## src/rtl/popcount_pkg.sv

```systemverilog
// Shared sizing helpers for the pipelined population counter; both the RTL and
// the bench derive pipeline depth from pipe_latency().
package popcount_pkg;

  localparam int DEF_WIDTH  = 32;
  localparam int DEF_LEAF_W = 4;

  function automatic int num_leaves(input int width, input int leaf_w);
    return (width + leaf_w - 1) / leaf_w;
  endfunction

  function automatic int tree_levels(input int n);
    return (n <= 1) ? 0 : $clog2(n);
  endfunction

  function automatic int pipe_latency(input int width, input int leaf_w, input int lps);
    int tl;
    tl = tree_levels(num_leaves(width, leaf_w));
    return 1 + (tl + lps - 1) / lps;
  endfunction

  // Number of live partial sums after lvl halvings of n leaves.
  function automatic int level_size(input int n, input int lvl);
    int m;
    m = n;
    for (int i = 0; i < lvl; i++) m = (m + 1) / 2;
    return m;
  endfunction

  function automatic int leaf_cnt_w(input int leaf_w);
    return $clog2(leaf_w + 1);
  endfunction

  function automatic int count_w(input int width);
    return $clog2(width + 1);
  endfunction

  localparam int DEF_LEAF_CNT_W = leaf_cnt_w(DEF_LEAF_W);
  localparam int DEF_COUNT_W    = count_w(DEF_WIDTH);

endpackage

```

## src/rtl/popcount_leaf.sv

```systemverilog
// Combinational ones counter for one LEAF_W-bit slice of the input word.
module popcount_leaf
  import popcount_pkg::*;
#(
  parameter int LEAF_W = 4
) (
  input  logic [LEAF_W-1:0]             bits_i,
  output logic [leaf_cnt_w(LEAF_W)-1:0] cnt_o
);

  localparam int CW = leaf_cnt_w(LEAF_W);

  always_comb begin
    cnt_o = '0;
    for (int i = 0; i < LEAF_W; i++) cnt_o = cnt_o + CW'(bits_i[i]);
  end

endmodule

```

## src/rtl/popcount_pipe.sv

```systemverilog
// Pipelined population counter: leaf counters feed a balanced adder tree with a
// register every LEVELS_PER_STAGE levels. POPCOUNT_PIPE_TAG_EN adds a sideband tag.
module popcount_pipe
  import popcount_pkg::*;
#(
  parameter int WIDTH            = 32,
  parameter int LEAF_W           = 4,
  parameter int LEVELS_PER_STAGE = 1
`ifdef POPCOUNT_PIPE_TAG_EN
  , parameter int TAG_W          = 8
`endif
) (
  input  logic                       clk_i,
  input  logic                       srst_i,
  input  logic [WIDTH-1:0]           data_i,
  input  logic                       mode_i,
  input  logic                       data_val_i,
  output logic                       data_ready_o,
  output logic [$clog2(WIDTH+1)-1:0] data_o,
  output logic                       data_val_o,
  input  logic                       ready_i
`ifdef POPCOUNT_PIPE_TAG_EN
  , input  logic [TAG_W-1:0]         tag_i,
  output logic [TAG_W-1:0]           tag_o
`endif
);

  localparam int NL    = num_leaves(WIDTH, LEAF_W);
  localparam int TL    = tree_levels(NL);
  localparam int LC_W  = leaf_cnt_w(LEAF_W);
  localparam int OUT_W = count_w(WIDTH);
  localparam int PAD_W = NL * LEAF_W;

  logic             stall;
  logic [PAD_W-1:0] word_ext;
  logic [LC_W-1:0]  leaf_cnt [NL];

  // Padding stays zero in both modes so it never contributes to the count.
  always_comb begin
    word_ext              = '0;
    word_ext[WIDTH-1:0]   = mode_i ? ~data_i : data_i;
  end

  for (genvar i = 0; i < NL; i++) begin : leaf_g
    popcount_leaf #(.LEAF_W(LEAF_W)) u_leaf (
      .bits_i (word_ext[i*LEAF_W +: LEAF_W]),
      .cnt_o  (leaf_cnt[i])
    );
  end

  // Partial sums are bounded by WIDTH, so every level is carried at OUT_W bits.
  for (genvar l = 0; l <= TL; l++) begin : lvl_g
    logic [OUT_W-1:0] sum_d [NL+1];
    logic [OUT_W-1:0] sum_o [NL+1];
    logic             vld_d;
    logic             vld_o;
`ifdef POPCOUNT_PIPE_TAG_EN
    logic [TAG_W-1:0] tag_d;
    logic [TAG_W-1:0] tag_o;
`endif

    if (l == 0) begin : src_g
      always_comb begin
        vld_d = data_val_i;
        for (int i = 0; i <= NL; i++) sum_d[i] = '0;
        for (int i = 0; i < NL; i++) sum_d[i] = OUT_W'(leaf_cnt[i]);
      end
`ifdef POPCOUNT_PIPE_TAG_EN
      assign tag_d = tag_i;
`endif
    end else begin : src_g
      localparam int NPREV = level_size(NL, l - 1);
      localparam int NCUR  = level_size(NL, l);
      always_comb begin
        vld_d = lvl_g[l-1].vld_o;
        for (int i = 0; i <= NL; i++) sum_d[i] = '0;
        for (int i = 0; i < NCUR; i++) begin
          if (2*i + 1 < NPREV) sum_d[i] = lvl_g[l-1].sum_o[2*i] + lvl_g[l-1].sum_o[2*i+1];
          else                 sum_d[i] = lvl_g[l-1].sum_o[2*i];
        end
      end
`ifdef POPCOUNT_PIPE_TAG_EN
      assign tag_d = lvl_g[l-1].tag_o;
`endif
    end

    if (l == 0 || l == TL || (l % LEVELS_PER_STAGE) == 0) begin : reg_g
      logic [OUT_W-1:0] sum_q [NL+1];
      logic             vld_q;
`ifdef POPCOUNT_PIPE_TAG_EN
      logic [TAG_W-1:0] tag_q;
`endif
      always_ff @(posedge clk_i or posedge srst_i) begin
        if (srst_i) begin
          vld_q <= 1'b0;
          sum_q <= '{default: '0};
`ifdef POPCOUNT_PIPE_TAG_EN
          tag_q <= '0;
`endif
        end else if (!stall) begin
          vld_q <= vld_d;
          sum_q <= sum_d;
`ifdef POPCOUNT_PIPE_TAG_EN
          tag_q <= tag_d;
`endif
        end
      end
      assign vld_o = vld_q;
      assign sum_o = sum_q;
`ifdef POPCOUNT_PIPE_TAG_EN
      assign tag_o = tag_q;
`endif
    end else begin : comb_g
      assign vld_o = vld_d;
      assign sum_o = sum_d;
`ifdef POPCOUNT_PIPE_TAG_EN
      assign tag_o = tag_d;
`endif
    end
  end

  assign stall        = lvl_g[TL].vld_o && !ready_i;
  assign data_ready_o = !stall;
  assign data_val_o   = lvl_g[TL].vld_o;
  assign data_o       = lvl_g[TL].sum_o[0];
`ifdef POPCOUNT_PIPE_TAG_EN
  assign tag_o        = lvl_g[TL].tag_o;
`endif

endmodule

```

## config.mk

```make
export PLATFORM = sky130hd
export DESIGN_NAME = popcount_pipe
export DESIGN_NICKNAME = d
export VERILOG_FILES = /design/src/rtl/popcount_pkg.sv /design/src/rtl/popcount_leaf.sv /design/src/rtl/popcount_pipe.sv
export SDC_FILE = /design/constraint.sdc
export NUM_CORES = 1
export LEC_CHECK = 0
export ABC_AREA = 1
export BUFFER_PORTS_ARGS = -buffer_cell sky130_fd_sc_hd__buf_2
export CORE_ASPECT_RATIO = 0.9
export CORE_MARGIN = 4
export CORE_UTILIZATION = 53
export DETAILED_ROUTE_END_ITERATION = 10
export PLACE_DENSITY = 0.83
export SETUP_SLACK_MARGIN = 0.15
export SLEW_MARGIN = 20
export SYNTH_ARGS = -nofsm -noshare
export SYNTH_HDL_FRONTEND = slang
export SYNTH_HIERARCHICAL = 1
export SYNTH_SLANG_ARGS = --single-unit
```

## constraint.sdc

```tcl
create_clock -name clk_i -period 2.25 [get_ports clk_i]
set_input_delay 0.3375 -clock clk_i [delete_from_list [all_inputs] [get_ports clk_i]]
set_output_delay 0.3375 -clock clk_i [all_outputs]
set_load 0.03 [all_outputs]
```

; ---- Word-level counts from Yosys, hierarchy flattened
; Index checks and enable logic that the tools add are counted.
[op_classes]
bitwise_logic = 1
mux = 1
n_reduce_logical = 3
addsub = 31
[ops]
columns = op, n
row1 = $add A3 B1 Y3, 16
row2 = $mux W32, 1
row3 = $not A32 Y32, 1
row4 = $add A6 B6 Y6, 3
row5 = $add A1 B1 Y2, 8
row6 = $add A3 B3 Y4, 4
row7 = $logic_not A1 Y1, 2
row8 = $logic_and A1 B1 Y1, 1
[totals]
out_inout_bits = 8
regBits = 70
inputBits = 37
elab_cells = 55

; ---- Longest topological paths before layout
; Gate-level depths: netlist (run 1).
[logic_depth]
depth_word = 5
depth_mapped = 10
depth_no_buf = 8

; ---- By module
; The synthesis (run 1) kept the hierarchy.
[modules_own_cells]
columns = module, n_inst, seq_area_each_um2, cells_each, area_per_inst_um2
row1 = popcount_pipe, 1, 1501.4, 384, 3337.0
row2 = popcount_leaf, 8, 0.0, 8, 63.8

; ---- Worst setup path after synthesis (run 1)
; Ideal clock, no wire load.
[synth_path]
path_kind = input-to-reg
from = input port mode_i
to = register lvl_g[0].reg_g.sum_q[19] in the netlist's numbering
path_buffers = 2
setup_ns = 0.131
stages = 10
required_time_ns = 2.119
arrival_ns = 1.968
setup_slack_ns = 0.151
cell_sequence = buf_2 buf_4 xor2_1 inv_1 fa_1 inv_1 ha_1 ha_1 nand2_1 o21ai_0
[synth_rtl]
columns = element, line_no
row1 = "start, declared", popcount_pipe.sv:16  ; input logic mode_i,
row2 = "end signal, assigned", popcount_pipe.sv:102  ; sum_q <= sum_d;
row3 = "end, declared", popcount_pipe.sv:88  ; logic [OUT_W-1:0] sum_q [NL+1];

==> metrics.md, run 1 <==
| Metric | Value |
|---|---|
| Synth area leaders | `dfrtp_1, nand2_1, ha_1, xor2_1, fa_1` |
| Crit Path Category | `in2reg` |
| EDFF count, synth | `0` |
| DPL Wire Length | `approximately 4800 um` |
| Die span in x | `97.81 um` |
| Yosys top cell by area | `dfrtp_1` |
| Hold WS | `approximately 0.2 ns` |
| Final Worst Setup Slack | `~0.39 ns` |
| CTS tree | `done` |
| Slew Viols, Final | `0` |
| Critical Path RT | `about 2.5 ns` |
| Final wirelength | `roughly 6600 um` |
| Global-route wire length before repair | `between 10000 and 15000 um` |
| Post-route clock period utilization | `82.89%` |
| RSZ-0062 raised after global routing | `false` |
| Share of cells above drive strength 1 | `~14%` |
| Slew @ Worst Pin | `roughly 0.74 ns` |
| Post-cts resize count | `0` |
| Max Freq | `approximately 540 MHz` |
| Placement Rows | `29` |
| Synth top area share | `39.02%` |
| Post-synth ARST share | `100.0%` |
| Worst vdd ir | `0.4084 mV` |
| Critical Path Fanout Max | `24` |
| FF+latch count, synth | `60` |
| Starting density of the core | `a little over half` |
| Cells after Synth | `between 400 and 500` |
| Reg area | `around 0.0015 sq mm` |
| Port Buf Inserts | `44` |
| Final hold vios | `0` |
| Setup TNS Final | `0 ns` |
| Startpoint types | `input port` |
| Core area | `between 0.007 and 0.008 sq mm` |
| CTS Sinks | `60` |
| CTS Buf Count | `9` |
| Die Y | `between 80 and 90 um` |
| DR pass1 iterations | `4` |
| Vias in the first global route | `2992` |
| Global Route Usage Sum | `17.76%` |
| Die Area | `~0.0087 sq mm` |
| Post-CTS Setup Bufs | `0` |
| Max Cap Violations | `0` |
| Vias per cell | `about 4.7` |
| Yosys warning count | `6` |
| Most frequent cells after synthesis | `nand2_1, inv_1, dfrtp_1` |
| Fillers | `between 600 and 700` |
| Post-synth cell types | `19` |
| Fin Clk Skew | `roughly 0.0083 ns` |
| Io pins | `45` |
| N_diodes | `0` |
| Average size of a mapped cell | `8.588 sq um` |
| Worst EP arrival | `roughly 2.1 ns` |
| Clk buf depth | `2` |
| Largest net degree at the start of global routing | `between 60 and 70` |
| Final design utilization | `approximately 62%` |
| Worst-path clk slew | `0.06 ns` |
| Pre-CTS WS | `~0.029 ns` |
| Post-Syn Area | `around 0.0038 sq mm` |
| Nets@finish | `586` |
| Syn-to-layout area delta | `13.53%` |
| Multi-input gate area | `0.001998 sq mm` |
| Final ANT Viol Nets | `0` |
| Top_reg_cell synth | `dfrtp_1` |
| Final setup violation count | `0` |
| Vias | `roughly 2800` |
| Initial DRC Count | `134` |
| Hold_buf cts | `0` |
| Setup crit end kind | `register` |
| Residual DRC | `0` |
| Htree depth | `3` |
| Register area share after synthesis | `between 30% and 40%` |
| Pwr dens | `1259 mW/mm^2` |
| Post-layout minimum cycle time | `around 1.9 ns` |
| Initial antenna violation count | `0` |
| Final Wtd Congestion | `0.7843` |
| Synth Net Count | `around 540` |
| Clock root buffer | `clkbuf_8` |
| Max-slew headroom | `between 50% and 60%` |
| Leakage Power | `between 2 and 3 nW` |
| Clk_lat worst skew | `0.34 ns` |
| Wirelength per Cell | `about 11 um` |
| Outcome | `complete, no violations` |
| Hold WC Path Type | `in2async` |
| Count leader, synth | `nand2_1` |
| Total gr overflow | `0` |
==> final timing paths <==
| path | startpoint | endpoint | slack, ns | cells past startpoint |
|---|---|---|---|---|
| setup / recovery | mode_i | lvl_g[0].reg_g.sum_q[31] | 0.39 | 10 |
| hold / removal | srst_i | lvl_g[0].reg_g.sum_q[20] | 0.20 | 3 |
| setup reg to reg | lvl_g[1].reg_g.sum_q[36] | lvl_g[2].reg_g.sum_q[46] | 0.66 | 7 |
| hold reg to reg | lvl_g[2].reg_g.vld_q | data_val_o | 0.47 | 1 |
| max in group asynchronous | srst_i | data_o[2] | 1.56 | 3 |
| min in group clk_i | data_val_i | lvl_g[0].reg_g.vld_q | 0.21 | 3 |
==> power by group <==
part | internal, mW | switching [mW] | total [mW]
Combinational | 1.01 | 1.53 | 2.55
Sequential | 1.59 | 0.314 | 1.91
Clock | 0.648 | 0.396 | 1.04
Total | 3.26 | 2.24 | 5.50
==> per-layer routing <==
| layer | up-vias | GRT usage [%] | share of wire (%) |
|---|---|---|---|
| li1 | 1443 | - | - |
| met1 | 1283 | 20.65 | 45 |
| met2 | 60 | 32.23 | 48 |
| met3 | 10 | 5.516 | 5.4 |
| met4 | 0 | 4.906 | 1.2 |
| met5 | - | 0 | 0 |
==> placed cells by master, fill, tap and decap left out, drive strengths merged <==
master,n
xnor2,1
a21oi,8
dfrtp,60
nand2,150
nand3,15
buf,50
clkbuf,11
a31oi,1
xor2,35
a21o,1
bufinv,2
o21ai,20
or2,4
clkinv,2
fa,15
nor2,12
ha,41
inv,69
==> logic make-up (layout without fill, tap and decap cells) <==
family	count (synthesis)	in the layout	synth area share, %
AND/OR/NAND/NOR	181	181	18.60
XOR/XNOR	36	36	8.195
flip-flops	60	60	39.02
buffers and inverters	85	134	9.040
adder cells (fa/ha/maj)	56	56	21.14
AO/OA/AOI/OAI	30	30	4.000
==> cell type report <==
| class | count | area share, % |
|---|---|---|
| Multi-Input combinational cell | 303 | 45.75 |
| Sequential cell | 60 | 34.37 |
| Timing Repair Buffer | 50 | 6.359 |
| Inverter | 69 | 5.930 |
| Clock buffer | 11 | 3.237 |
| Tap cell | 93 | 2.664 |
| Clock inverter | 4 | 1.690 |
==> critical path, stage by stage <==
cell     delay [ns]
buf_2          0.12
buf_12         0.19
xor2_1         0.18
inv_1          0.09
fa_1           0.54
inv_1          0.04
ha_1           0.17
ha_1           0.27
nand2_1        0.07
o21ai_0        0.08
==> flip-flops by register name, indices dropped and copies added (netlist names) <==
| signal | count |
|---|---|
| data_o | 6 |
| data_val_o | 1 |
| lvl_g.reg_g.sum_q | 50 |
| lvl_g.reg_g.vld_q | 3 |
==> metrics by stage <==
stage / total power [mW] / area, sq um / instances
floorplan: 3.844 / 3847 / 448
global placement: 4.283 / 4153 / 575
detailed placement: 4.471 / 4153 / 575
CTS: 5.572 / 4368 / 590
global route: 6.185 / 4368 / 590
finish: 5.499 / 4368 / 590
Power figures use the tool's default switching activity.
==> run 2: changes to the inputs <==
- clock period: 2.25 -> 1.9 ns (I/O delays scaled with it)
==> run 2 against run 1 <==
Compared with the run above: die area unchanged; worst hold slack got worse by 0.20 ns; setup slack got worse by 0.16 ns; critical endpoint is now lvl_g[0].reg_g.sum_q[25]; highest routed layer unchanged.
==> metrics.md, run 2 (same netlist as run 1, synthesis figures left out) <==
| Metric | Value |
|---|---|
| # placed instances | `580 (was 575)` |
| Critical path's slowest cell | `fa_1 (unchanged)` |
| Wirelength per Cell | `11.39 um (was 11.15 um)` |
| Die Y | `88.83 um (unchanged)` |
| Buf+Inv Stages, Crit Path | `4 (unchanged)` |
| Outcome | `complete, no violations (unchanged)` |
| CTS tree | `done (unchanged)` |
| Pwr dens | `1473 mW/mm^2 (was 1259 mW/mm^2)` |
| Htree depth | `3 (unchanged)` |
| Final wirelength | `6858 um (was 6577 um)` |
| Post-route clock period utilization | `around 88%` |
| Max reg flops | `50 (unchanged)` |
| Hold WC Path Type | `in2async (unchanged)` |
| Final Instance Count excl. Fillers | `602 (was 590)` |
| Worst vdd ir | `0.5316 mV (was 0.4084 mV)` |
| CP cell instances | `buf_6, clkbuf_16, xor2_1, inv_1, fa_1, inv_1, ha_2, ha_2, nand2_1, o21ai_1 (was buf_2, buf_12, xor2_1, inv_1, fa_1, inv_1, ha_1, ha_1, nand2_1, o21ai_0)` |
| N_diodes | `0 (unchanged)` |
| Nets@finish | `597 (was 586)` |
| RSZ-0062 raised after global routing | `false (unchanged)` |
| Placed cell areas | `0.004272 sq mm (was 0.004153 sq mm)` |
| Final non-filler cell area | `0.004576 sq mm (was 0.004368 sq mm)` |
| Starting density of the core | `54.66% (unchanged)` |
| Vias | `2877 (was 2796)` |
| Final hold vios | `0 (unchanged)` |
| Placement Rows | `29 (unchanged)` |
| Slew @ Worst Pin | `0.5839 ns (was 0.7362 ns)` |
| Crit Path Category | `in2reg (unchanged)` |
| Vias in the first global route | `2947 (was 2992)` |
| Max Cap Violations | `0 (unchanged)` |
| Max Freq | `approximately 600 MHz` |
| DPL Wire Length | `5041 um (was 4834 um)` |
| Io pins | `45 (unchanged)` |
| Core area | `0.007039 sq mm (unchanged)` |
| Post-layout minimum cycle time | `between 1.5 and 2 ns` |
| Final setup violation count | `0 (unchanged)` |
| Largest net degree at the start of global routing | `56 (was 62)` |
| Critical Path RT | `2.13 ns (was 2.46 ns)` |
| Clk buf depth | `2 (unchanged)` |
| DR pass1 iterations | `4 (unchanged)` |
| Final ANT Viol Nets | `0 (unchanged)` |
| Slowest cell delay on critical path | `0.50 ns (was 0.54 ns)` |
| Leakage Power | `2.582 nW (was 2.525 nW)` |
| Setup TNS Final | `0 ns (unchanged)` |
| Fin Clk Skew | `0.004157 ns (was 0.008291 ns)` |
| Setup crit end kind | `register (unchanged)` |
| Global Route Usage Sum | `17.31% (was 17.76%)` |
| Initial DRC Count | `65 (was 134)` |
| Worst EP arrival | `1.90 ns (was 2.08 ns)` |
| Port Buf Inserts | `44 (unchanged)` |
| Pre-CTS WS | `-0.2137 ns (was 0.02897 ns)` |
| Startpoint types | `input port (unchanged)` |
| Die span in x | `97.81 um (unchanged)` |
| Most frequent cells in the layout | `nand2_1, inv_1, dfrtp_1, buf_2, xor2_1 (was nand2_1, inv_1, dfrtp_1, buf_2, ha_1)` |
| CTS Buf Count | `9 (unchanged)` |
| Clk_lat worst skew | `0.34 ns (about the same)` |
| Global-route wire length before repair | `12190 um (was 12520 um)` |
| RR Endpoint | `lvl_g[2].reg_g.sum_q[46] (unchanged)` |
| Commonest non-fill, non-tap cell in the layout | `nand2_1 (unchanged)` |
| Final Worst Setup Slack | `0.2238 ns (was 0.3851 ns)` |
| Critical Path Fanout Max | `11 (was 24)` |
| Syn-to-layout area delta | `18.93% (was 13.53%)` |
| Share of cells above drive strength 1 | `19.65% (was 14.29%)` |
| Cells on worst reg2reg path | `7 (unchanged)` |
| Total gr overflow | `0 (unchanged)` |
| Reg with most FFs | `lvl_g.reg_g.sum_q (unchanged)` |
| Final design utilization | `65.00% (was 62.05%)` |
| Die Area | `0.008688 sq mm (unchanged)` |
| Initial antenna violation count | `0 (unchanged)` |
| R2R setup slack | `0.25 ns (was 0.66 ns)` |
| Final Wtd Congestion | `0.8092 (was 0.7843)` |
| CTS Sinks | `60 (unchanged)` |
| Top delay family on crit path | `adder cells (unchanged)` |
| Worst-path clk slew | `0.07 ns (was 0.06 ns)` |
| Hold_buf cts | `0 (unchanged)` |
| Vias per cell | `4.779 (was 4.739)` |
| Max-slew headroom | `60.99% (was 50.92%)` |
| Residual DRC | `0 (unchanged)` |
| Slew Viols, Final | `0 (unchanged)` |
| Clock root buffer | `clkbuf_8 (unchanged)` |
| Worst r2r src | `lvl_g[1].reg_g.sum_q[36] (unchanged)` |
==> run 2: cell types whose count changed in the layout (fill, tap and decap cells not counted), moves of 2 or more <==
| cell | before | now |
|---|---|---|
| ha_1 | 41 | 25 |
| ha_2 | 0 | 16 |
| buf_12 | 1 | 4 |
| buf_4 | 5 | 12 |
| clkbuf_8 | 10 | 12 |
| o21ai_1 | 0 | 6 |
| o21ai_0 | 20 | 14 |
==> run 2: timing repair <==
action | CTS | global route
buffers inserted | 0 | 5
gates resized for setup | 0 | 4
pin swaps | 0 | 2
endpoints found under the setup margin | 1 | 10
cloned | 0 | 1
==> run 2: layout make-up <==
| type | count | area, sq um |
|---|---|---|
| clock buffer | 12 | 165.2 |
| clock inverter | 4 | 70.07 |
| fill | 572 | 2464 |
| inverter | 69 | 262.8 |
| multi-input combinational | 303 | 2038 |
| sequential | 60 | 1501 |
| tap | 93 | 116.4 |
| timing repair buffer | 61 | 421.7 |
==> run 2: worst max-delay path by stage <==
stage | start | to | slack (ns) | cells past startpoint
finish | mode_i | lvl_g[0].reg_g.sum_q[25] | 0.22 | 10
global route | mode_i | lvl_g[0].reg_g.sum_q[13] | 0.13 | 10
CTS | mode_i | lvl_g[0].reg_g.sum_q[37] | 0.15 | 10
detailed placement | mode_i | lvl_g[0].reg_g.sum_q[37] | -0.21 | 10
global placement | mode_i | lvl_g[0].reg_g.sum_q[37] | -0.16 | 10
floorplan | mode_i | lvl_g[0].reg_g.sum_q[19] | -0.03 | 10
==> run 2: through the flow <==
stage	hold slack (ns)	total power, mW
2_1_floorplan	0.3909	4.584
3_3_place_gp	0.3733	5.157
3_5_place_dp	0.3822	5.372
4_1_cts	0.01656	6.756
5_1_grt	0.05609	7.453
6_report	0.001748	6.740
==> run 2: where the power goes <==
group	switching [mW]	internal, mW	leakage (nW)	total [mW]
sequential	0.368	1.89	0.743	2.26
combinational	1.85	1.30	1.72	3.15
clock	0.495	0.841	0.122	1.34
total	2.71	4.03	2.58	6.74
==> run 2: layer usage <==
layer / track usage, % / vias to the layer above / part of all wire, %
met5: 0 / - / 0
met4: 7.673 / 0 / 2.5
met3: 3.388 / 15 / 4.2
met2: 31.05 / 57 / 50
met1: 20.53 / 1334 / 44
li1: - / 1471 / -
